**src/rtl/pc_pkg.sv**
```systemverilog
// Shared types for the program-counter unit: next-PC source encoding and
// the alignment mask derived from the sequential increment.
package pc_pkg;

    typedef enum logic [2:0] {
        SRC_SEQ,
        SRC_BR,
        SRC_JMP,
        SRC_RET,
        SRC_PEND,
        SRC_TRAP,
        SRC_HOLD
    } pc_src_e;

    // Low address bits that must be zero for a target to be INC-aligned.
    function automatic int unsigned align_mask(input int unsigned inc);
        return inc - 1;
    endfunction

endpackage

```
**src/rtl/pc_ras.sv**
```systemverilog
// Circular return-address stack for pc_unit (built only with PC_RAS_EN).
// Push on a full stack overwrites the oldest entry; top of an empty stack is RESET_VEC.
module pc_ras #(
    parameter int                 WIDTH     = 32,
    parameter int                 DEPTH     = 4,
    parameter logic [WIDTH-1:0]   RESET_VEC = '0
) (
    input  logic             clk,
    input  logic             clr,
    input  logic             push,
    input  logic             pop,
    input  logic [WIDTH-1:0] push_data,
    output logic [WIDTH-1:0] top
);

    localparam int PW = $clog2(DEPTH);

    logic [WIDTH-1:0] mem [DEPTH];
    logic [PW-1:0]    ptr;
    logic [PW:0]      count;
    logic             empty;
    logic             full;
    logic             do_pop;
    logic [PW-1:0]    wr_idx;

    assign empty  = (count == '0);
    assign full   = (count == (PW+1)'(DEPTH));
    assign do_pop = pop && !empty;
    // Pop-then-push lands the new address on the slot just popped.
    assign wr_idx = do_pop ? ptr - 1'b1 : ptr;
    assign top    = empty ? RESET_VEC : mem[ptr - 1'b1];

    always_ff @(negedge clk) begin
        if (clr) begin
            ptr   <= '0;
            count <= '0;
        end else begin
            unique case ({push, do_pop})
                2'b10: begin
                    ptr   <= ptr + 1'b1;
                    count <= full ? count : count + 1'b1;
                end
                2'b01: begin
                    ptr   <= ptr - 1'b1;
                    count <= count - 1'b1;
                end
                default: ;
            endcase
        end
    end

    // NOTE: the entries need no reset; count gates every read, so stale data is never visible.
    always_ff @(negedge clk) begin
        if (push && !clr)
            mem[wr_idx] <= push_data;
    end

endmodule

```
**src/rtl/pc_unit.sv**
```systemverilog
// Program-counter unit: increment, branch/jump/trap redirect, stall hold with a
// one-entry pending-redirect buffer. Optional return-address stack under PC_RAS_EN.
module pc_unit
    import pc_pkg::*;
#(
    parameter int               WIDTH     = 32,
    parameter logic [WIDTH-1:0] RESET_VEC = 32'h0000_0000,
    parameter logic [WIDTH-1:0] TRAP_VEC  = 32'h0000_0180,
    parameter int               INC       = 4,
    parameter int               RAS_DEPTH = 4
) (
    input  logic             Clk,
    input  logic             Clr,
    input  logic             Stall,
    input  logic             BrTaken,
    input  logic [WIDTH-1:0] BrTarget,
    input  logic             JmpTaken,
    input  logic [WIDTH-1:0] JmpTarget,
    input  logic             Trap,
    input  logic             Call,
    input  logic             Ret,
    output logic [WIDTH-1:0] PCout,
    output logic [WIDTH-1:0] PCplus,
    output logic             Redirected,
    output logic             MisalignErr,
    output logic             PendValid
);

    localparam logic [WIDTH-1:0] ALIGN_MASK = WIDTH'(align_mask(INC));

    logic [WIDTH-1:0] pc_q, pc_d;
    logic             redir_q, redir_d;
    logic             mis_q, mis_d;
    logic             pend_valid_q, pend_valid_d;
    logic [WIDTH-1:0] pend_target_q, pend_target_d;

    logic             ret_req;
    logic [WIDTH-1:0] ras_top;
    logic             live_valid;
    logic [WIDTH-1:0] live_target;
    pc_src_e          live_src;
    pc_src_e          src;
    logic [WIDTH-1:0] target;
    logic             misaligned;

`ifdef PC_RAS_EN
    assign ret_req = Ret;

    pc_ras #(
        .WIDTH     (WIDTH),
        .DEPTH     (RAS_DEPTH),
        .RESET_VEC (RESET_VEC)
    ) u_ras (
        .clk       (Clk),
        .clr       (Clr),
        .push      (Call && JmpTaken && !Stall && !Trap),
        .pop       (Ret && !Trap),
        .push_data (PCplus),
        .top       (ras_top)
    );
`else
    logic unused_ras;
    assign unused_ras = ^{Call, Ret, RAS_DEPTH[0]};
    assign ret_req    = 1'b0;
    assign ras_top    = RESET_VEC;
`endif

    assign PCplus = pc_q + WIDTH'(INC);

    // NOTE: every always_comb output gets a default first so no path infers a latch.
    always_comb begin
        live_valid  = JmpTaken || ret_req || BrTaken;
        live_src    = SRC_BR;
        live_target = BrTarget;
        if (JmpTaken) begin
            live_src    = SRC_JMP;
            live_target = JmpTarget;
        end else if (ret_req) begin
            live_src    = SRC_RET;
            live_target = ras_top;
        end

        if (Trap)                      src = SRC_TRAP;
        else if (!Stall && live_valid) src = live_src;
        else if (!Stall && pend_valid_q) src = SRC_PEND;
        else if (Stall)                src = SRC_HOLD;
        else                           src = SRC_SEQ;

        target = (src == SRC_PEND) ? pend_target_q : live_target;
        misaligned = (target & ALIGN_MASK) != '0;

        pc_d          = PCplus;
        redir_d       = 1'b0;
        mis_d         = 1'b0;
        pend_valid_d  = pend_valid_q;
        pend_target_d = pend_target_q;

        unique case (src)
            SRC_TRAP: begin
                pc_d          = TRAP_VEC;
                redir_d       = 1'b1;
                pend_valid_d  = 1'b0;
                pend_target_d = '0;
            end
            SRC_BR, SRC_JMP, SRC_RET, SRC_PEND: begin
                // Alignment is judged only now, when the target is actually applied.
                pc_d          = misaligned ? TRAP_VEC : target;
                mis_d         = misaligned;
                redir_d       = 1'b1;
                pend_valid_d  = 1'b0;
                pend_target_d = '0;
            end
            SRC_HOLD: begin
                pc_d = pc_q;
                if (live_valid) begin
                    pend_valid_d  = 1'b1;
                    pend_target_d = live_target;
                end
            end
            default: pc_d = PCplus;
        endcase
    end

    // NOTE: sequential state uses non-blocking assignments so all registers update together.
    always_ff @(negedge Clk) begin
        if (Clr) begin
            pc_q          <= RESET_VEC;
            redir_q       <= 1'b0;
            mis_q         <= 1'b0;
            pend_valid_q  <= 1'b0;
            pend_target_q <= '0;
        end else begin
            pc_q          <= pc_d;
            redir_q       <= redir_d;
            mis_q         <= mis_d;
            pend_valid_q  <= pend_valid_d;
            pend_target_q <= pend_target_d;
        end
    end

    assign PCout       = pc_q;
    assign Redirected  = redir_q;
    assign MisalignErr = mis_q;
    assign PendValid   = pend_valid_q;

endmodule

```
**config.mk**
```make
export PLATFORM = sky130hd
export DESIGN_NAME = pc_unit
export DESIGN_NICKNAME = d
export VERILOG_FILES = /design/src/rtl/pc_pkg.sv /design/src/rtl/pc_ras.sv /design/src/rtl/pc_unit.sv
export SDC_FILE = /design/constraint.sdc
export NUM_CORES = 1
export LEC_CHECK = 0
export BUFFER_PORTS_ARGS = -buffer_cell sky130_fd_sc_hd__buf_2
export CORE_ASPECT_RATIO = 1.1
export CORE_MARGIN = 3
export CORE_UTILIZATION = 56
export CTS_BUF_LIST = sky130_fd_sc_hd__clkbuf_4
export CTS_CLUSTER_SIZE = 16
export DETAILED_ROUTE_END_ITERATION = 12
export GPL_ROUTABILITY_DRIVEN = 1
export PLACE_DENSITY = 0.88
export SLEW_MARGIN = 20
export SYNTH_ARGS = -nofsm -noshare
export SYNTH_HDL_FRONTEND = slang
export SYNTH_HIERARCHICAL = 1
export SYNTH_SLANG_ARGS = --single-unit
```
**constraint.sdc**
```tcl
create_clock -name Clk -period 3.3 [get_ports Clk]
set_input_delay 0.33 -clock Clk [delete_from_list [all_inputs] [get_ports Clk]]
set_output_delay 0.33 -clock Clk [all_outputs]
set_load 0.005 [all_outputs]
```
==> results of run 1 <==
## what timing repair did
action                     4_1_cts
resized for setup               55
cloned                           1
setup buffers                   26
pin swaps                       26
setup endpoints to repair       28
## routing by layer
layer  global-route usage, %  GRT overflow
met5                    20.1             0
met4                    57.8             0
met3                    55.0             0
met2                    83.7             1
met1                    66.4             0
## cells by family after synthesis
logic type	share of synthesized area, %
adders and majority gates	0.307
buffers and inverters	5.95
and+or+nand+nor	23.4
DFF	32.9
AOI/OAI and AO/OA	22.3
muxes	9.18
xor gates and xnor gates	6.02
## through the flow
stage	instances	util (%)	area (um^2)
detailed placement	795	79.4	5600
floorplan	524	-	4220
global placement	795	79.4	5600
CTS	904	92.4	6510
==> impl_summary.log, run 1 <==
INFO  metric h-tree-depth = 3
INFO  metric synth_top_area_cell = sky130_fd_sc_hd__dfxtp_1
INFO  metric dieWidth = 87.4 um
INFO  metric yosysWarnings = 6
INFO  metric place_congestion = 0.889
INFO  metric grt.total_usage = 66.5%
INFO  metric postSynthAreaPerCell = between 7 and 8 um^2
INFO  metric std_cell_rows = 32
INFO  metric grt_first_pass_wirelength = between 40 and 50 mm
INFO  metric synthesized_net_count = about 600
INFO  metric ys_seq_area_share = 32.9%
INFO  metric grt_pass1_vias = a little over 7000
INFO  metric synth-edff-count = 0
INFO  metric grt_max_degree = 35
INFO  metric failing_step = 5_1_grt
INFO  metric floorplan.io_pins = ~140
INFO  metric place_ws = -263 ps
INFO  metric max-clock-path-buffers = 2
INFO  metric netlist-cell-type-count = 48
INFO  metric numPortBuffers = about 140
INFO  metric synth_cells = 524
INFO  metric synth_area = 4080 um^2
INFO  metric yosys.cell_count.top_type = sky130_fd_sc_hd__nor2_1
INFO  metric synth-main-ff-cell = sky130_fd_sc_hd__dfxtp_1
INFO  metric die_height = 95.5 um
INFO  metric synth.top_cells.by_count = sky130_fd_sc_hd__nor2_1, sky130_fd_sc_hd__dfxtp_1, sky130_fd_sc_hd__nand2_1
INFO  metric synth.top_cells.by_area = sky130_fd_sc_hd__dfxtp_1, sky130_fd_sc_hd__nor2_1, sky130_fd_sc_hd__a31oi_1
INFO  metric cts_hold_repair.buffers = 0
INFO  metric clock_sink_count = 67
INFO  metric synth_async_sr_flop_share = 0%
INFO  metric cts_made_buffers = 9
INFO  metric error_text_reported_by_the_tool = [ERROR GRT-0116] Global routing finished with congestion. Check the congestion regions in the DRC Viewer.
INFO  metric status = aborted with a tool error
INFO  metric clock-root-buffer = sky130_fd_sc_hd__clkbuf_4
INFO  metric number_of_storage_elements_in_the_synthesis_netlist = 67
INFO  metric start_util = between 50 and 60%
INFO  metric place_hpwl = 10.6 mm
INFO  metric synth_top_area_share = 32.9%
INFO  metric global_route.overflow_total = 1
==> run 2, diff against run 1 <==
- CORE_ASPECT_RATIO: 1.1 -> unset
- CORE_UTILIZATION: 56 -> 40
- CTS_BUF_LIST: sky130_fd_sc_hd__clkbuf_4 -> unset
- CTS_CLUSTER_SIZE: 16 -> unset
- PLACE_DENSITY: 0.88 -> unset
- PLACE_DENSITY_LB_ADDON: unset -> 0.15
==> impl_summary.log, run 2 <==
INFO  metric status = finished, violations left
INFO  metric failing_checks = setup timing
INFO  metric h-tree-depth = 3 (unchanged)
INFO  metric place_congestion = 0.897 (+0.88%)
INFO  metric netlist-cell-type-count = 48 (unchanged)
INFO  metric synth_top_area_share = 32.9% (unchanged)
INFO  metric synth_cells = 524 (unchanged)
INFO  metric place_hpwl = 10.4 mm (-2.0%)
INFO  metric ys_seq_area_share = 32.9% (unchanged)
INFO  metric maxSlewViolCount = 0
INFO  metric clock_sink_count = 67 (unchanged)
INFO  metric timing.slew.headroom = 71.1%
INFO  metric worst_path_arrival_time = 3590 ps
INFO  metric power.share.switching = between 30 and 40%
INFO  metric wl_met3 = about 1.1 mm
INFO  metric synth_async_sr_flop_share = 0% (unchanged)
INFO  metric start_util = 41.5% (-16 points)
INFO  metric power.clock.fraction = a little under half
INFO  metric critical-path-max-stage-delay = between 300 and 400 ps
INFO  metric fillCellCount = ~840
INFO  metric place_ws = -269 ps (-6.55 ps)
INFO  metric crit-reg2reg-launch = PCout[3]$_SDFFE_NP0N_
INFO  metric std_cell_rows = 36 (+13%)
INFO  metric core-area = 9820 um^2
INFO  metric highest_metal_used = met4
INFO  metric number_of_storage_elements_in_the_synthesis_netlist = 67 (unchanged)
INFO  metric clock_latency = around 400 ps
INFO  metric yosys.cell_count.top_type = sky130_fd_sc_hd__nor2_1
INFO  metric grt_max_degree = 42
INFO  metric power.leakage = between 3 and 4 nW
INFO  metric clock-root-buffer = sky130_fd_sc_hd__clkbuf_8
INFO  metric drc = 0
INFO  metric max_cap_violations = 0
INFO  metric power.share.combinational = between 10% and 20%
INFO  metric cp_num_buf_inv = 2
INFO  metric postSynthAreaPerCell = 7.78 um^2 (unchanged)
INFO  metric synth_top_area_cell = sky130_fd_sc_hd__dfxtp_1
INFO  metric grt_first_pass_wirelength = 23.8 mm
INFO  metric critPathLaunchType = flop
INFO  metric power.internal = between 1.5 and 2 mW
INFO  metric timing.critical_path.cells = ha_4, nand3_4, nor4_4, buf_6, and3_4, xor2_1, buf_2
INFO  metric min_delay_path_depth = 2
INFO  metric wl_met2 = around 7 mm
INFO  metric numPortBuffers = 136 (unchanged)
INFO  metric r2r_end = PCout[8]$_SDFFE_NP0N_
INFO  metric power_frac_seq = between 30% and 40%
INFO  metric tightest_slew = 433 ps
INFO  metric netSwitchingPower = between 700 and 800 uW
INFO  metric worst_setup_path_end_kind = primary output
INFO  metric layout-drive-gt1-share = between 40% and 50%
INFO  metric synth.top_cells.by_area = sky130_fd_sc_hd__dfxtp_1, sky130_fd_sc_hd__nor2_1, sky130_fd_sc_hd__a31oi_1
INFO  metric synthesized_net_count = 597 (unchanged)
INFO  metric worst_hold_startpoint = pend_target_q[22]$_SDFFE_NP0P_
INFO  metric fin_worst_hold_slack = between 400 and 500 ps
INFO  metric hold_path_class = reg -> reg
INFO  metric worstHoldEndpoint = pend_target_q[22]$_SDFFE_NP0P_
INFO  metric critical_path_peak_fanout = 6
INFO  metric dr_total_vias = 5154
INFO  metric grt_pass1_vias = between 5000 and 6000
INFO  metric synth.top_cells.by_count = sky130_fd_sc_hd__nor2_1, sky130_fd_sc_hd__dfxtp_1, sky130_fd_sc_hd__nand2_1
INFO  metric leading_cell_type_in_the_layout_fill_and_taps_excluded = sky130_fd_sc_hd__buf_2
INFO  metric grt.total_usage = roughly a quarter
INFO  metric rsz0062_at_grt = yes
INFO  metric slowest_stage = sky130_fd_sc_hd__dfxtp_4
INFO  metric worst_clk_skew = between 15 and 20 ps
INFO  metric routed_via_density = approximately 5.3
INFO  metric fin_nets = 903
INFO  metric setup.worst_path.start = PCout[3]$_SDFFE_NP0N_
INFO  metric dieWidth = 107 um (+22%)
INFO  metric worstPathRequired = approximately 3000 ps
INFO  metric global_route.overflow_total = 0
INFO  metric clk_pin_slew_worst_paths = around 50 ps
INFO  metric floorplan.io_pins = 139 (unchanged)
INFO  metric routed_wl = 15.0 mm
INFO  metric criticalPathCategory = reg -> out
INFO  metric clock_tree_from_tritoncts = yes
INFO  metric path_delay_family = simple AND/OR/NAND/NOR gates
INFO  metric yosysWarnings = 6 (unchanged)
INFO  metric synth_area = 4080 um^2 (unchanged)
INFO  metric max-clock-path-buffers = 2 (unchanged)
INFO  metric routedWlPerCell = 15.5 um
INFO  metric postLayoutSetupSlackWorst = -618 ps
INFO  metric synth-edff-count = 0 (unchanged)
INFO  metric post_synthesis_to_final_layout_area_growth = 66.1%
INFO  metric antenna_found_initial = 0
INFO  metric cts_made_buffers = 9 (unchanged)
INFO  metric n_antenna_cell = 0
INFO  metric timing.final.setup_violations = 26
INFO  metric final_cell_mix = sky130_fd_sc_hd__buf_2, sky130_fd_sc_hd__buf_4, sky130_fd_sc_hd__inv_1, sky130_fd_sc_hd__nor2_1, sky130_fd_sc_hd__dfxtp_1
INFO  metric synth-main-ff-cell = sky130_fd_sc_hd__dfxtp_1
INFO  metric die_height = 107 um (+12%)
INFO  metric dieArea = roughly 11000 um^2
INFO  metric ff_to_ff_path_depth = 15
INFO  metric report.final.hold_viol_count = 0
INFO  metric drt_first_iter_violations = ~240
INFO  metric met1_length = around 6.5 mm
INFO  metric drt_pass1_iterations = 4
INFO  metric max-vdd-ir-drop = between 200 and 250 uV
INFO  metric end_of_flow_core_utilization = 69.0%
INFO  metric ant_nets = 0
INFO  metric fin_setup_tns = -12420 ps
INFO  metric powerDensity = ~340 nW/um^2
INFO  metric regToRegSetupSlack = between 1000 and 1500 ps
-- run 2: cell counts after synthesis --
Identical to the previous run, type by type.
-- run 2: layout make-up --
class	count	area [um^2]	share of cell area (%)
Timing Repair Buffer	277	1880	27.8
Clock inverter	74	340	5.03
Tap cell	133	166	2.46
Clock buffer	9	124	1.83
Sequential cell	67	1370	20.2
Inverter	11	41.3	0.610
Multi-Input combinational cell	397	2850	42.1
-- run 2: per-stage QoR --
step	instances	total power [mW]	area, um^2
floorplan	524	1.17	4220
global placement	848	1.34	5660
detailed placement	848	1.34	5660
CTS	958	2.33	6590
global route	968	2.49	6770
finish	968	2.32	6770
-- run 2: how the worst max path moves through the flow --
| stage | slack [ps] | cells after the start | to |
|---|---|---|---|
| 2_1_floorplan | -310 | 5 | PCplus[31] |
| 3_3_place_gp | -270 | 7 | PCplus[31] |
| 3_5_place_dp | -270 | 7 | PCplus[31] |
| 4_1_cts | -610 | 7 | PCplus[31] |
| 5_1_grt | -710 | 7 | PCplus[31] |
| 6_report | -620 | 7 | PCplus[30] |
-- run 2: cell families (layout without fill, tap and decap cells) --
kind of cell	Yosys count	count (layout)	synth area share [%]
compound gates	138	138	22.3
xor+xnor	28	28	6.02
fa+ha+maj	1	1	0.307
buf+inv	60	371	5.95
flops	67	67	32.9
mux	36	36	9.18
simple gates	194	194	23.4
-- run 2: worst reg2reg max path: stages, from the launching register on --
cell and delay, ps:
sky130_fd_sc_hd__dfxtp_4 360, sky130_fd_sc_hd__ha_4 150, sky130_fd_sc_hd__nand3_4 80, sky130_fd_sc_hd__buf_6 150, sky130_fd_sc_hd__buf_6 120, sky130_fd_sc_hd__nor2_4 100, sky130_fd_sc_hd__xor2_2 70, sky130_fd_sc_hd__buf_4 130
sky130_fd_sc_hd__buf_4 120, sky130_fd_sc_hd__buf_4 120, sky130_fd_sc_hd__buf_4 120, sky130_fd_sc_hd__buf_4 120, sky130_fd_sc_hd__buf_4 120, sky130_fd_sc_hd__buf_4 120, sky130_fd_sc_hd__o22ai_1 140, sky130_fd_sc_hd__a211oi_1 70
-- run 2: layer usage --
metal | global-route usage (%) | up-vias
met5 | 0 | -
met4 | 11.6 | 0
met3 | 7.71 | 22
met2 | 39.7 | 204
met1 | 34.1 | 2403
li1 | - | 2525
-- run 2: power groups by stage --
stage | clock [mW] | sequential, mW | combinational, mW
5_1_grt | 1.21 | 0.860 | 0.421
2_1_floorplan | 0.125 | 0.873 | 0.177
4_1_cts | 1.10 | 0.858 | 0.375
3_5_place_dp | 0.125 | 0.868 | 0.352
3_3_place_gp | 0.125 | 0.867 | 0.345
6_report | 1.07 | 0.860 | 0.386
-- run 2: timing repair --
action,CTS,global route
gates resized for setup,55,28
hold buffers,0,0
endpoints found under the setup margin,28,29
pin swaps,19,22
buffers inserted,28,14
Power figures use the tool's default switching activity.
